File: config.mk
export PLATFORM = sky130hd
export DESIGN_NAME = io_output_arbiter
export DESIGN_NICKNAME = d
export VERILOG_FILES = /design/src/rtl/io_output_arbiter_pkg.sv /design/src/rtl/io_arb_pick.sv /design/src/rtl/io_output_arbiter.sv
export VERILOG_INCLUDE_DIRS = /design/src /design/src/rtl
export SDC_FILE = /design/constraint.sdc
export NUM_CORES = 1
export LEC_CHECK = 0
export BUFFER_PORTS_ARGS = -buffer_cell sky130_fd_sc_hd__buf_4
export CORE_UTILIZATION = 45
export CTS_BUF_LIST = sky130_fd_sc_hd__clkbuf_8 sky130_fd_sc_hd__clkbuf_16
export CTS_CLUSTER_DIAMETER = 120
export DETAILED_ROUTE_END_ITERATION = 10
export PLACE_DENSITY = 0.82
export SLEW_MARGIN = 10
export SYNTH_ARGS = -nofsm -noshare
export SYNTH_HDL_FRONTEND = slang
export SYNTH_SLANG_ARGS = --single-unit
File: constraint.sdc
create_clock -name clk -period 5 [get_ports clk]
set_input_delay 1 -clock clk [delete_from_list [all_inputs] [get_ports clk]]
set_output_delay 1 -clock clk [all_outputs]
set_load 0.01 [all_outputs]
File: src/rtl/io_output_arbiter_defines.sv
// Shared defines for the output arbiter slice: data word size, the
// four-phase handshake phase constants and the arbiter state encodings.
`ifndef IO_OUTPUT_ARBITER_DEFINES
`define IO_OUTPUT_ARBITER_DEFINES

`define WORD_SIZE 8

// four-phase handshake phases as seen on any req/ack pair
`define IO_HS_IDLE 2'd0
`define IO_HS_REQ  2'd1
`define IO_HS_ACK  2'd2
`define IO_HS_REL  2'd3

// arbiter FSM encodings
`define ARB_STATE_BITS 2
`define ARB_ST_IDLE 2'd0
`define ARB_ST_REQ  2'd1
`define ARB_ST_ACK  2'd2
`define ARB_ST_REL  2'd3

`endif

File: src/rtl/io_output_arbiter_pkg.sv
// Package for io_output_arbiter: word width and arbiter state type built
// from the shared defines.
`include "io_output_arbiter_defines.sv"

package io_output_arbiter_pkg;

    localparam int WORD_W = `WORD_SIZE;

    typedef enum logic [`ARB_STATE_BITS-1:0] {
        ARB_IDLE = `ARB_ST_IDLE,
        ARB_REQ  = `ARB_ST_REQ,
        ARB_ACK  = `ARB_ST_ACK,
        ARB_REL  = `ARB_ST_REL
    } arb_state_t;

endpackage

File: src/rtl/io_arb_pick.sv
// Winner selection for io_output_arbiter.
// With IO_ARB_ROUND_ROBIN_EN defined the search starts at ptr+1 and wraps;
// otherwise the lowest requesting index wins and ptr is ignored.
module io_arb_pick
    import io_output_arbiter_pkg::*;
#(
    parameter int N_REQ = 4
) (
    input  logic [N_REQ-1:0]         req,
    input  logic [$clog2(N_REQ)-1:0] ptr,
    output logic                     valid,
    output logic [$clog2(N_REQ)-1:0] idx
);
    localparam int IW = $clog2(N_REQ);

    logic [IW-1:0] j;

`ifdef IO_ARB_ROUND_ROBIN_EN
    // walk from the farthest candidate back to ptr+1 so the nearest one wins
    always_comb begin
        valid = 1'b0;
        idx   = '0;
        j     = '0;
        for (int k = N_REQ; k >= 1; k--) begin
            j = IW'((int'(ptr) + k) % N_REQ);
            if (req[j]) begin
                valid = 1'b1;
                idx   = j;
            end
        end
    end
`else
    logic unused_ptr;
    assign unused_ptr = ^ptr;

    // walk from the top index down so the lowest requester wins
    always_comb begin
        valid = 1'b0;
        idx   = '0;
        j     = '0;
        for (int i = N_REQ - 1; i >= 0; i--) begin
            j = IW'(i);
            if (req[j]) begin
                valid = 1'b1;
                idx   = j;
            end
        end
    end
`endif

endmodule

File: src/rtl/io_output_arbiter.sv
// io_output_arbiter: N requesters sharing one output device, all links
// four-phase req/ack. Define IO_ARB_ROUND_ROBIN_EN for round-robin
// arbitration; the default build uses fixed lowest-index priority.
//
// state    | meaning
// ARB_IDLE | waiting for a request with the device released (down_ack=0)
// ARB_REQ  | word latched, down_req high, waiting for down_ack
// ARB_ACK  | device accepted; up_ack to winner until it drops up_req
// ARB_REL  | down_req low, waiting for the device to drop down_ack
`include "io_output_arbiter_defines.sv"

module io_output_arbiter
    import io_output_arbiter_pkg::*;
#(
    parameter int N_REQ = 4
) (
    input  logic                        clk,
    input  logic                        areset,
    input  logic [N_REQ-1:0]            up_req,
    input  logic [N_REQ*`WORD_SIZE-1:0] up_data,
    output logic [N_REQ-1:0]            up_ack,
    output logic                        down_req,
    output logic [`WORD_SIZE-1:0]       down_data,
    input  logic                        down_ack,
    output logic [$clog2(N_REQ)-1:0]    grant_id
);
    localparam int IW = $clog2(N_REQ);

    arb_state_t        state, state_nxt;
    logic              pick_valid;
    logic [IW-1:0]     pick_idx;
    logic [WORD_W-1:0] pick_data;
    logic              load;

    // grant_id doubles as the round-robin pointer
    io_arb_pick #(.N_REQ(N_REQ)) u_pick (
        .req   (up_req),
        .ptr   (grant_id),
        .valid (pick_valid),
        .idx   (pick_idx)
    );

    assign pick_data = up_data[int'(pick_idx)*WORD_W +: WORD_W];

    // state register
    always_ff @(posedge clk or negedge areset) begin
        if (!areset) begin
            state <= ARB_IDLE;
        end else begin
            state <= state_nxt;
        end
    end

    // winner index and its word captured only when leaving idle
    always_ff @(posedge clk or negedge areset) begin
        if (!areset) begin
            down_data <= '0;
            grant_id  <= IW'(N_REQ - 1);
        end else if (load) begin
            down_data <= pick_data;
            grant_id  <= pick_idx;
        end
    end

    // next state and handshake outputs; outputs decode state only so reset clears them at once
    always_comb begin
        state_nxt = state;
        load      = 1'b0;
        down_req  = 1'b0;
        up_ack    = '0;
        case (state)
            ARB_IDLE: begin
                // a device still holding ack from before must release first
                if (pick_valid && !down_ack) begin
                    load      = 1'b1;
                    state_nxt = ARB_REQ;
                end
            end
            ARB_REQ: begin
                down_req = 1'b1;
                if (down_ack) begin
                    state_nxt = ARB_ACK;
                end
            end
            ARB_ACK: begin
                down_req         = 1'b1;
                up_ack[grant_id] = 1'b1;
                if (!up_req[grant_id]) begin
                    state_nxt = ARB_REL;
                end
            end
            ARB_REL: begin
                if (!down_ack) begin
                    state_nxt = ARB_IDLE;
                end
            end
            default: state_nxt = ARB_IDLE;
        endcase
    end

endmodule

==> results.sh <==
export IMPL_status="finished clean"
export IMPL_post_cts_resized=0
export IMPL_port_buffers=53
export IMPL_utilization=0.7530
export IMPL_whs_ps=482.8
export IMPL_grt_max_degree=14
export IMPL_fin_skew_ps=2.115
export IMPL_dp_cells=171
export IMPL_crit_required_ps=4000
export IMPL_path_clk_slew_ps=60
export IMPL_vias=952
export IMPL_rows=15
export IMPL_wl_um=2556
export IMPL_setup_viol_count_final=0
export IMPL_syn_area_um2=874.6
export IMPL_die_height_um=46.09
export IMPL_cpPeakStageDelay_ps=410
export IMPL_leakage_nw=0.6709
export IMPL_p_per_area_nw_per_um2=462.4
export IMPL_ys_types=27
export IMPL_htreeDepth=1
export IMPL_core_um2=1783
export IMPL_min_path_type="reg -> reg"
export IMPL_drt_pass1_iterations=5
export IMPL_ys_warn_count=0
export IMPL_critPathBufInv=2
export IMPL_hpwl_um=2000
export IMPL_die_w_um=46.09
export IMPL_io_pins=54
export IMPL_ant_nets=0
export IMPL_rsz0062_at_grt="false"
export IMPL_slew_violations=0
export IMPL_post_cts_setup_buffers=0
export IMPL_initial_utilization=0.4905
export IMPL_final_cell_mix="53 x buf_4, 12 x nor2_1, 12 x nand2_1"
export IMPL_placed_area_um2=1287
export IMPL_cp_start_kind="flop"
export IMPL_clk_latency_ps=240
export IMPL_postSynthCellCount=95
export IMPL_root_buffer="clkbuf_8"
export IMPL_endpoint_kind="primary output"
export IMPL_hold_viol=0
export IMPL_path_cells="inv_1 > ha_1 > nand2_1 > nor2_1 > buf_4"
export IMPL_drive_above_1_share=0.4333
export IMPL_fin_crit_ps=2370
export IMPL_cts_inserted_buffers=3
export IMPL_synth_flop_cell="dfrtp_1"
export IMPL_cp_slowest_cell="dfrtp_1"
export IMPL_total_power_mw=0.6208
export IMPL_syn_nets=139
export IMPL_path_max_fanout=4
export IMPL_antenna_found_initial=0
export IMPL_fin_ws_ps=2630
export IMPL_cts_buffer_depth=2
export IMPL_ys_seq_elements=12
export IMPL_async_flop_share=1.000
export IMPL_stdcell_count=175
export IMPL_path_delay_family="flip-flops"
export IMPL_worstMarginPinSlew_ps=490.0
export IMPL_yosysSeqAreaShare=0.3462
export IMPL_cap_violations=0
export IMPL_max_freq_ghz=0.4220
export IMPL_synth_avg_cell_area_um2=9.206
export IMPL_viasPerCell=5.440
export IMPL_stdcell_area_um2=1343
export IMPL_fin_crit_sh=0.4740
export IMPL_pre_cts_ws_ps=2843
export IMPL_cts_tree="built"
export IMPL_clock_sinks=12
export IMPL_critical_path_class="reg -> out"
export IMPL_wl_per_cell_um=14.61
export IMPL_grt_first_pass_wirelength_um=3898
export IMPL_overflow=0
export IMPL_synth_edff_count=0
export IMPL_setup_tns_final_ps=0
export IMPL_dieArea_um2=2124
export IMPL_slew_headroom=0.6719
export IMPL_layout_nets=195
export IMPL_crit_arrival_ps=1370
export IMPL_vdd_ir_drop_max_uv=290.7
export IMPL_grt_pass1_vias=863
export IMPL_final_common_cell="buf_4"
export IMPL_finalWeightedCongestion=0.8119
export IMPL_drc=0
export IMPL_syn_to_final_growth_pct=53.51
export IMPL_ctsHoldBuffers=0
export IMPL_grt_usage=0.2620
export IMPL_antennaDiodeCount=0
export IMPL_drtIter0Drc=30
state kept, by name (all words and copies together) (netlist names):
name       flops
down_data      8
grant_id       2
state          2
Yosys cell counts, types with 2 or more instances:
cell type / instances / area, µm²
dfstp_2: 2 / 52.55
a22oi_1: 8 / 60.06
mux2i_1: 7 / 70.07
nor2_1: 12 / 45.04
o221ai_1: 5 / 43.79
inv_1: 7 / 26.28
nand2_1: 12 / 45.04
o21ai_0: 6 / 30.03
a31oi_1: 3 / 18.77
dfrtp_1: 10 / 250.2
ha_1: 5 / 62.56
nand2b_1: 3 / 18.77
layer usage:
layer  part of all wire  global-route usage
met5                  0                   0
met4              0.021              0.1235
met3              0.045             0.05490
met2               0.52              0.4197
met1               0.42              0.3341
final timing paths:
path	startpoint	to	slack (ps)	cells after the start
hold / removal	grant_id[0]$_DFFE_PN1P_	grant_id[0]$_DFFE_PN1P_	480	2
setup / recovery	state[0]$_DFFE_PN0P_	up_ack[3]	2630	5
max in group asynchronous	areset	grant_id[1]$_DFFE_PN1P_	4180	1
setup reg to reg	state[1]$_DFFE_PN0P_	state[1]$_DFFE_PN0P_	3220	6
min in group asynchronous	areset	down_data[4]$_DFFE_PN0P_	590	1
hold reg to reg	grant_id[0]$_DFFE_PN1P_	grant_id[0]$_DFFE_PN1P_	480	2
power breakdown:
part | internal (mW) | switching [mW] | total (mW)
logic | 0.165 | 0.157 | 0.322
clock network | 0.0697 | 0.0381 | 0.108
registers | 0.151 | 0.0397 | 0.191
total | 0.386 | 0.235 | 0.621
worst min-delay path: stages (launching register included):
cell	delay, ps
dfstp_2	380
nand2_1	60
nand2_1	50
kinds of logic (layout without fill, tap and decap cells):
group           after synthesis  after routing  synth area share
simple gates                 33             33            0.1931
compound gates               28             28            0.2432
mux                           8              8           0.09728
flops                        12             12            0.3462
fa+ha+maj                     5              5           0.07153
buf+inv                       9             64           0.04864
area by class of cell:
type	count	area, µm²
Fill cell	139	440.4
Timing Repair Buffer	53	397.9
Clock buffer	4	55.05
Tap cell	25	31.28
Inverter	7	26.28
Multi-Input combinational cell	74	529.3
Sequential cell	12	302.8
Note: power is estimated with default switching activity, not from simulation.
